$ cat src/rtl/aes_pkg.sv
// Shared AES byte-stream definitions: byte width, default block size and
// the final AddRoundKey controller state encoding.
package aes_pkg;

    localparam int BYTE_W     = 8;
    localparam int NBYTES_DEF = 16;

    typedef enum logic [1:0] {
        ST_COLLECT = 2'd0,
        ST_WAIT    = 2'd1,
        ST_OUT     = 2'd2
    } fsm_t;

    function automatic logic [BYTE_W-1:0] add_round_key(
        input logic [BYTE_W-1:0] s,
        input logic [BYTE_W-1:0] k
    );
        return s ^ k;
    endfunction

endpackage

$ cat src/rtl/aes_byte_buf.sv
// NBYTES x 8 register file: indexed write on the clock, combinational read.
// Contents are never reset; the owner tracks validity with its own counter.
module aes_byte_buf
    import aes_pkg::*;
#(
    parameter int NBYTES = NBYTES_DEF,
    parameter int AW     = (NBYTES > 1) ? $clog2(NBYTES) : 1
) (
    input  logic              clk,
    input  logic              we,
    input  logic [AW-1:0]     waddr,
    input  logic [BYTE_W-1:0] wdata,
    input  logic [AW-1:0]     raddr,
    output logic [BYTE_W-1:0] rdata
);

    logic [BYTE_W-1:0] mem [NBYTES];

    always_ff @(posedge clk) begin
        if (we) begin
            mem[waddr] <= wdata;
        end
    end

    assign rdata = mem[raddr];

endmodule

$ cat src/rtl/final_add_round_key.sv
// Final AES AddRoundKey: buffers one round-10 state block and one key block,
// then streams out state[i] ^ key[i] for i = 0..NBYTES-1.
module final_add_round_key
    import aes_pkg::*;
#(
    parameter int NBYTES = NBYTES_DEF
) (
    input  logic              clk,
    input  logic              rst,
    input  logic [BYTE_W-1:0] state_din,
    input  logic              enable_state,
    input  logic [BYTE_W-1:0] key_din,
    input  logic              enable_key,
    output logic              round_complete,
    output logic [BYTE_W-1:0] dout,
    output logic              enable_out,
    output logic              busy
);

    localparam int CNT_W = $clog2(NBYTES + 1);
    localparam int IDX_W = (NBYTES > 1) ? $clog2(NBYTES) : 1;
    localparam logic [CNT_W-1:0] FULL = CNT_W'(NBYTES);
    localparam logic [IDX_W-1:0] LAST = IDX_W'(NBYTES - 1);

    fsm_t              fsm;
    logic [CNT_W-1:0]  s_cnt;
    logic [CNT_W-1:0]  k_cnt;
    logic [IDX_W-1:0]  o_idx;
    logic              s_full;
    logic              k_full;
    logic              cap_s;
    logic              cap_k;
    logic [BYTE_W-1:0] s_rd;
    logic [BYTE_W-1:0] k_rd;

    assign s_full = (s_cnt == FULL);
    assign k_full = (k_cnt == FULL);
    // Inputs are dropped while streaming out or once a stream's block is full.
    assign cap_s  = (fsm != ST_OUT) && enable_state && !s_full;
    assign cap_k  = (fsm != ST_OUT) && enable_key && !k_full;
    assign busy   = (fsm != ST_COLLECT);

    aes_byte_buf #(.NBYTES(NBYTES), .AW(IDX_W)) u_state_buf (
        .clk   (clk),
        .we    (cap_s),
        .waddr (s_cnt[IDX_W-1:0]),
        .wdata (state_din),
        .raddr (o_idx),
        .rdata (s_rd)
    );

    aes_byte_buf #(.NBYTES(NBYTES), .AW(IDX_W)) u_key_buf (
        .clk   (clk),
        .we    (cap_k),
        .waddr (k_cnt[IDX_W-1:0]),
        .wdata (key_din),
        .raddr (o_idx),
        .rdata (k_rd)
    );

    always_ff @(posedge clk or posedge rst) begin
        if (rst) begin
            fsm            <= ST_COLLECT;
            s_cnt          <= '0;
            k_cnt          <= '0;
            o_idx          <= '0;
            dout           <= '0;
            enable_out     <= 1'b0;
            round_complete <= 1'b0;
        end else begin
            round_complete <= 1'b0;
            enable_out     <= 1'b0;
            if (cap_s) begin
                s_cnt <= s_cnt + CNT_W'(1);
                if (s_cnt == FULL - CNT_W'(1)) begin
                    round_complete <= 1'b1;
                end
            end
            if (cap_k) begin
                k_cnt <= k_cnt + CNT_W'(1);
            end
            unique case (fsm)
                ST_COLLECT, ST_WAIT: begin
                    // Decided on registered counts, so OUT starts one edge after the last capture.
                    if (s_full && k_full) begin
                        fsm   <= ST_OUT;
                        o_idx <= '0;
                    end else if (s_full || k_full) begin
                        fsm <= ST_WAIT;
                    end else begin
                        fsm <= ST_COLLECT;
                    end
                end
                ST_OUT: begin
                    dout       <= add_round_key(s_rd, k_rd);
                    enable_out <= 1'b1;
                    if (o_idx == LAST) begin
                        fsm   <= ST_COLLECT;
                        s_cnt <= '0;
                        k_cnt <= '0;
                        o_idx <= '0;
                    end else begin
                        o_idx <= o_idx + IDX_W'(1);
                    end
                end
                default: fsm <= ST_COLLECT;
            endcase
        end
    end

endmodule

$ cat config.mk
export PLATFORM = sky130hd
export DESIGN_NAME = final_add_round_key
export DESIGN_NICKNAME = d
export VERILOG_FILES = /design/src/rtl/aes_pkg.sv /design/src/rtl/aes_byte_buf.sv /design/src/rtl/final_add_round_key.sv
export SDC_FILE = /design/constraint.sdc
export NUM_CORES = 1
export LEC_CHECK = 0
export ABC_AREA = 1
export CAP_MARGIN = 40
export CELL_PAD_IN_SITES_DETAIL_PLACEMENT = 0
export CELL_PAD_IN_SITES_GLOBAL_PLACEMENT = 1
export CORE_UTILIZATION = 30
export CTS_CLUSTER_DIAMETER = 50
export DETAILED_ROUTE_END_ITERATION = 8
export DONT_BUFFER_PORTS = 1
export MAX_ROUTING_LAYER = met4
export PLACE_DENSITY_LB_ADDON = 0.1
export REMOVE_ABC_BUFFERS = 1
export SETUP_SLACK_MARGIN = 0.1
export SYNTH_ARGS = -nofsm -noshare
export SYNTH_HDL_FRONTEND = slang
export SYNTH_HIERARCHICAL = 1
export SYNTH_SLANG_ARGS = --single-unit
$ cat constraint.sdc
create_clock -name clk -period 2.3 [get_ports clk]
set_input_delay 0.46 -clock clk [delete_from_list [all_inputs] [get_ports clk]]
set_output_delay 0.46 -clock clk [all_outputs]
set_load 0.01 [all_outputs]
==> summary.txt, run 1 <==
status -> finished, final reports clean
Final setup viols -> 0
Final Cycle Share -> 85.93%
Buffers on Ports -> 0
wire length per cell -> 18.92 µm
Post-DP HPWL -> 23.11 mm
Slew headroom -> 36.53%
fin. max-slew vios -> 0
Synth Flop Type -> edfxtp_1
asr flop ratio synth -> 9.220%
Yosys cell types -> 25
vias in the first global route -> 8390
Worst Max-Slew Pin Slew -> 0.9489 ns
die area -> 42930 µm²
largest net degree at the start of global routing -> 56
Non-Filler Instances -> 1891
first-pass GRT wire length -> 54.05 mm
H-tree depth -> 2
Area growth, synth to finish -> 18.86%
placed cells -> 1799
Total GRT Usage -> 17.50%
combinational share of power -> 25.1%
# rows -> 74
Seq cells post-synth -> 282
sequential power share -> 38.7%
crit path from -> k_cnt[0]
DIE HEIGHT -> 207.2 µm
total power -> 16840 µW
Post-Route WL -> 35.78 mm
Arrival @ worst endpoint -> 2.22 ns
critical path type -> reg2reg
crit end category -> register
RSZ-0062 raised after global routing -> no
sequential share of the synthesized area -> 66.01%
Mapped Area -> 12630 µm²
CTS tree -> yes
DRC Markers -> 0
num ports -> 31
Clk pwr share -> 36.3%
Sink Count -> 282
RePlAce Congestion -> 0.7987
most frequent cells after synthesis -> nand2_1 (394), edfxtp_1 (256), inv_1 (219), nand3_1 (204), nor2_1 (45)
drt via density -> 4.475
GRT Residual Overflow -> 0
P_int -> 11360 µW
die width -> 207.2 µm
crit path launch type -> register
initial antenna violation count -> 1
CTS root buf -> clkbuf_16
maximum VDD drop -> 0.5291 mV
CP Data Required Time -> 2.54 ns
clk slew on worst S/H paths -> 0.05 ns
Detailed Route Iter0 Violations -> 504
drt pass-1 iters -> 6
Max-Cap Viols -> 0
Switch Pwr -> 5482 µW
switching share of power -> 32.55%
Fmax -> 0.5060 GHz
synthesized area per cell -> 10.02 µm²
Max Fanout on Critical Path -> 8
Yosys top cell area share -> 60.86%
# nets final -> 1356
worst hold path type -> in2reg
CTS buffer count -> 38
Starting Density -> 30.66%
DRT antenna net count -> 0
clk_lat worst skew -> 0.55 ns
Post-Synthesis Cells -> 1261
Worst Hold Launch -> enable_key
layout cells sized above 1 -> 10.16%
via count -> 8463
fillers -> 4100
leakage -> 0.006426 µW
synth top area cells -> edfxtp_1 (61%), nand2_1 (12%), nand3_1 (8.1%)
reg-to-reg startpoint -> k_cnt[0]
Core Box Area -> 41200 µm²
Pwr Density -> 1122 nW/µm²
leading area contributor after synthesis -> edfxtp_1
final hold violation count -> 0
clock buffer depth -> 3
crit path time final -> 1.976 ns
synth warn -> 6
EDFF count, synth -> 256
post-route clock skew -> 0.02309 ns
dominant cell by count in the synthesized netlist -> nand2_1
kinds of logic (layout without fill, tap and decap cells):
logic type               count (synthesis)  in the layout  share of synthesized area [%]
AND/OR/NAND/NOR                        662            662                          22.32
adder cells (fa/ha/maj)                  6              6                         0.5943
other                                    0              1                              0
flip-flops                             282            282                          66.01
AO/OA/AOI/OAI                           25             25                         0.9905
buffers and inverters                  278            375                          9.538
XOR/XNOR                                 8              8                         0.5547
registers in the layout, indices dropped and copies added (netlist names):
name             count
dout                 8
k_cnt                5
enable_out           1
fsm                  2
s_cnt                5
u_state_buf/mem    128
o_idx                4
round_complete       1
u_key_buf/mem      128
stage by stage:
step	TNS, ns	hold WS (ns)	setup WS, ns	utilization (%)	area, µm²
finish	0	0.1727	0.3237	36.44	15010
global route	0	0.1850	0.1498	36.44	15010
CTS	0	0.1405	0.2509	36.24	14930
detailed placement	0	0.5212	0.2530	32.65	13450
floorplan	-28.71	0.5000	-1.863	-	12280
global placement	0	0.5234	0.2468	32.65	13450
final timing paths:
path                                  endpoint  slack, ns  cells after the start
max                        u_key_buf/mem[7][7]       0.32                      8
min                                   k_cnt[2]       0.17                      4
max reg2reg                u_key_buf/mem[7][7]       0.32                      8
min reg2reg                            dout[0]       0.59                      2
max in group asynchronous             s_cnt[1]       1.12                      3
min in group asynchronous              dout[2]       0.49                      2
power groups by stage:
stage / clock network, µW / logic [µW] / registers, µW
after floorplan: 0 / 2310 / 6750
after global placement: 0 / 4240 / 6620
after detailed placement: 0 / 4180 / 6630
after CTS: 6290 / 4320 / 6520
after global routing: 6460 / 4750 / 6580
final: 6110 / 4220 / 6520
worst max-delay path: stages, from the launching register on:
cell	delay, ns
dfrtp_1	0.45
inv_1	0.11
ha_1	0.20
nand2_1	0.09
nor2_2	0.07
nor2_4	0.17
nand3b_1	0.24
nor2_1	0.15
buf_4	0.20
layout make-up:
class | count | area, µm² | area share (%)
Timing Repair Buffer | 80 | 752.0 | 5.008
Clock buffer | 50 | 1070 | 7.125
Inverter | 227 | 852.1 | 5.675
Sequential cell | 282 | 8343 | 55.57
Antenna cell | 1 | 2.502 | 0.01667
Multi-Input combinational cell | 701 | 3089 | 20.57
Clock inverter | 18 | 240.2 | 1.600
Tap cell | 532 | 665.6 | 4.433
placed cells by master (no fill, tap or decap):
master,count
nand2_1,394
edfxtp_1,256
inv_1,219
nand3_1,204
buf_4,52
nor2_1,45
clkbuf_16,41
dfrtp_1,24
dlygate4sd3_1,17
o21ai_0,14
a21oi_1,11
inv_2,8
xnor2_1,8
clkbuf_1,8
ha_1,6
buf_12,6
bufinv_16,5
nand4_1,4
clkinv_4,4
clkinv_1,4
nand3b_1,4
buf_8,4
nor2_4,3
nor2_2,2
nand3_2,2
clkinvlp_4,2
diode_2,1
nand2_4,1
or2_0,1
nand2_2,1
nor3_1,1
clkbuf_8,1
inv_6,1
clkinv_2,1
inv_8,1
dfrtp_4,1
dfrtp_2,1
buf_6,1
layer usage:
metal,routed length (µm),vias up,global-route usage (%)
li1,-,4208,-
met5,0,-,-
met3,1331,49,3.260
met2,15630,136,25.78
met1,18180,4070,24.69
met4,640,0,4.503
timing repair:
action                                  4_1_cts  5_1_grt
endpoints found under the hold margin       269        0
endpoints found under the setup margin        0        8
buffers inserted                              0        1
resized for setup                             0        0
hold buffers                                 17        0
Power figures use the tool's default switching activity.
==> run 2, diff against run 1 <==
--- a/config.mk
+++ b/config.mk
@@ -5,16 +5,13 @@
 export SDC_FILE = /design/constraint.sdc
 export NUM_CORES = 1
 export LEC_CHECK = 0
-export ABC_AREA = 1
 export CAP_MARGIN = 40
-export CELL_PAD_IN_SITES_DETAIL_PLACEMENT = 0
-export CELL_PAD_IN_SITES_GLOBAL_PLACEMENT = 1
+export CORE_MARGIN = 1.5
 export CORE_UTILIZATION = 30
 export CTS_CLUSTER_DIAMETER = 50
 export DETAILED_ROUTE_END_ITERATION = 8
 export DONT_BUFFER_PORTS = 1
 export MAX_ROUTING_LAYER = met4
-export PLACE_DENSITY_LB_ADDON = 0.1
 export REMOVE_ABC_BUFFERS = 1
 export SETUP_SLACK_MARGIN = 0.1
 export SYNTH_ARGS = -nofsm -noshare
==> summary.txt, run 2 <==
status -> finished, final reports clean
clk slew on worst S/H paths -> 0.06 ns (about the same)
DRT antenna net count -> 0 (unchanged)
Yosys cell types -> 43 (+72%)
sequential share of the synthesized area -> 73.59% (+7.6 points)
Area growth, synth to finish -> 20.12%
GRT Residual Overflow -> 0 (unchanged)
ordered list of cells on the worst path -> buf_12 > mux4_1 > a22oi_1 > nand2_1 > xnor2_1 > o21ai_0
maximum VDD drop -> 0.5534 mV (+4.6%)
synthesized area per cell -> 19.60 µm² (+96%)
antenna cells -> 0 (-1)
Pwr Density -> 1108 nW/µm² (-1.2%)
synth top area cells -> edfxtp_1 (68%), mux4_2 (7.2%), mux4_1 (6.5%)
CTS root buf -> clkbuf_16
synth warn -> 6 (unchanged)
CTS tree -> yes
clock buffer depth -> 3 (unchanged)
Mapped Area -> 11330 µm² (-10%)
Sink Count -> 282 (unchanged)
multiplexer share of the synthesized area -> 14.00% (+14 points)
Yosys top cell area share -> 67.85% (+7.0 points)
commonest non-fill, non-tap cell in the layout -> edfxtp_1
Total GRT Usage -> 13.22% (-4.3 points)
via count -> 5778 (-32%)
CP max stage cell -> mux4_1
Core Box Area -> 36870 µm² (-11%)
worst hold path type -> in2reg
# rows -> 70 (-5.4%)
Buffers on Ports -> 0 (unchanged)
H-tree depth -> 1 (-1)
Final setup viols -> 0 (unchanged)
Worst Max-Slew Pin Slew -> 0.7167 ns (-0.2321 ns)
placed inst area -> 12320 µm² (-8.4%)
first-pass GRT wire length -> 37.05 mm (-31%)
initial antenna violation count -> 0 (-1)
DRC Markers -> 0 (unchanged)
main combinational cell family by area after synthesis -> multiplexers
Synth Flop Type -> edfxtp_1
Post-Route WL -> 24.93 mm (-30%)
die area -> 38940 µm² (-9.3%)
drt via density -> 4.803 (+7.3%)
fin. max-slew vios -> 0 (unchanged)
RSZ-0062 raised after global routing -> yes
Final Cell Area -> 13610 µm² (-9.4%)
pre-CTS WS -> 0.08684 ns (-0.1661 ns)
die width -> 197.3 µm (-4.8%)
Seq cells post-synth -> 282 (unchanged)
# nets final -> 705 (-48%)
Synth Area in Adders -> 0.6626% (+0.068 points)
Starting Density -> 30.73% (+0.067 points)
Arrival @ worst endpoint -> 2.56 ns (+0.34 ns)
Slowest Stage Delay on Critical Path -> 0.60 ns (+0.15 ns)
num ports -> 31 (unchanged)
leakage -> 0.004493 µW (-30%)
critical path type -> reg2reg
Detailed Route Iter0 Violations -> 428 (-15%)
largest net degree at the start of global routing -> 32 (-43%)
setup TNS -> 0 ns (unchanged)
fillers -> 3360 (-18%)
Max Fanout on Critical Path -> 18 (+10)
Max-Cap Viols -> 0 (unchanged)
most frequent cells in the layout -> edfxtp_1 (256), buf_4 (62), mux4_2 (39)
Fmax -> 0.4651 GHz (-8.1%)
Post-Synthesis Cells -> 578 (-54%)
crit path time final -> 2.150 ns (+0.1738 ns)
EDFF count, synth -> 256 (unchanged)
layout cells sized above 1 -> 23.89% (+14 points)
asr flop ratio synth -> 9.220% (unchanged)
clk_lat worst skew -> 0.54 ns (about the same)
crit path launch type -> register
vias in the first global route -> 5820 (-31%)
final hold violation count -> 0 (unchanged)
most frequent cells after synthesis -> edfxtp_1 (256), mux4_2 (36), nand2_1 (35), a22oi_1 (32), mux4_1 (28)
drt pass-1 iters -> 4 (-2)
Synth Area in Simple Gates -> 5.456% (-17 points)
Slew headroom -> 52.06% (+16 points)
Final WS setup -> 0.1498 ns (-0.1738 ns)
dominant cell by count in the synthesized netlist -> edfxtp_1
RePlAce Congestion -> 0.7853 (-1.7%)
post-route clock skew -> 0.01590 ns (-0.007192 ns)
Regs by FF count -> u_key_buf/mem x128, u_state_buf/mem x128, dout x8
Post-DP HPWL -> 15.31 mm (-34%)
leading area contributor after synthesis -> edfxtp_1
wire length per cell -> 20.72 µm (+9.5%)
Final Cycle Share -> 93.49% (+7.6 points)
DIE HEIGHT -> 197.3 µm (-4.8%)
crit end category -> register
complex-gate fraction of the synthesized area -> 3.700% (+2.7 points)
CTS buffer count -> 28 (-26%)
CP Data Required Time -> 2.71 ns (+0.17 ns)
Post-Synth XOR/XNOR Area -> 0.6184% (+0.064 points)
[run 2: cell count changes after synthesis, moves of 18 or more]
cell     before  now
nor2_1       45   27
nand3_1     204    6
a22oi_1       0   32
mux4_1        0   28
buf_2        27    7
mux4_2        0   36
inv_1       219    8
nand2_1     394   35
[run 2: worst max-delay path, delay by kind of cell, from the launching register on]
family	cells	cell delay, ns
simple gates	1	0.16
flops	1	0.50
xor+xnor	1	0.16
buf+inv	1	0.19
compound gates	2	0.39
mux	1	0.60
[run 2: path summary, 6_finish.rpt]
kind                             from          to  slack, ns  cells after the start
hold reg to reg                fsm[1]      fsm[0]       0.51                      1
min in group asynchronous         rst     dout[5]       0.41                      2
hold / removal             enable_key    k_cnt[1]       0.07                      2
max in group asynchronous         rst  enable_out       1.28                      3
setup reg to reg             o_idx[0]     dout[2]       0.15                      6
setup / recovery             o_idx[0]     dout[2]       0.15                      6
[run 2: cell type report]
cell class	instances	area [µm²]	area share, %
inverter	9	33.78	0.2482
sequential	282	8343	61.30
clock buffer	32	737.0	5.415
timing repair buffer	95	868.3	6.380
clock inverter	18	191.4	1.407
tap	504	630.6	4.634
multi-input combinational	263	2805	20.61
[run 2: cells by family after synthesis]
group | after synthesis
simple gates | 118
mux | 68
buf+inv | 33
compound gates | 63
fa+ha+maj | 6
flops | 282
xor+xnor | 8
[run 2: timing repair]
action,4_1_cts,5_1_grt
setup endpoints to repair,14,55
pin swaps,0,0
setup buffers,0,1
resized for setup,2,14
endpoints found under the hold margin,209,41
hold buffers,23,4
gates cloned,0,1
[run 2: metrics by stage]
step | instances | util [%] | power [µW] | hold slack [ns]
2_1_floorplan | 554 | - | 9030 | 0.4526
3_3_place_gp | 1124 | 33.42 | 10360 | 0.4174
3_5_place_dp | 1124 | 33.42 | 10420 | 0.4118
4_1_cts | 1197 | 36.58 | 15080 | 0.0004554
5_1_grt | 1203 | 36.91 | 15740 | 0.06287
6_report | 1203 | 36.91 | 15080 | 0.07365
[run 2: where the power goes]
group	switching, µW	internal (µW)	leakage [µW]	total [µW]
clock	1920	2650	0.000429	4570
combinational	2130	1910	0.00142	4040
sequential	259	6220	0.00264	6480
[run 2: metal layers]
layer / global-route usage (%) / wire length [µm]
met5: - / 0
met4: 3.591 / 404
met2: 21.34 / 12330
met3: 2.407 / 1384
met1: 17.19 / 10810
==> run 3, diff against run 2 <==
--- a/config.mk
+++ b/config.mk
@@ -5,7 +5,6 @@
 export SDC_FILE = /design/constraint.sdc
 export NUM_CORES = 1
 export LEC_CHECK = 0
-export CAP_MARGIN = 40
 export CORE_MARGIN = 1.5
 export CORE_UTILIZATION = 30
 export CTS_CLUSTER_DIAMETER = 50
@@ -18,3 +17,4 @@
 export SYNTH_HDL_FRONTEND = slang
 export SYNTH_HIERARCHICAL = 1
 export SYNTH_SLANG_ARGS = --single-unit
+export TNS_END_PERCENT = 100
==> results of run 3 <==
No change in the layout: final DEF, timing and power equal those of run 2.
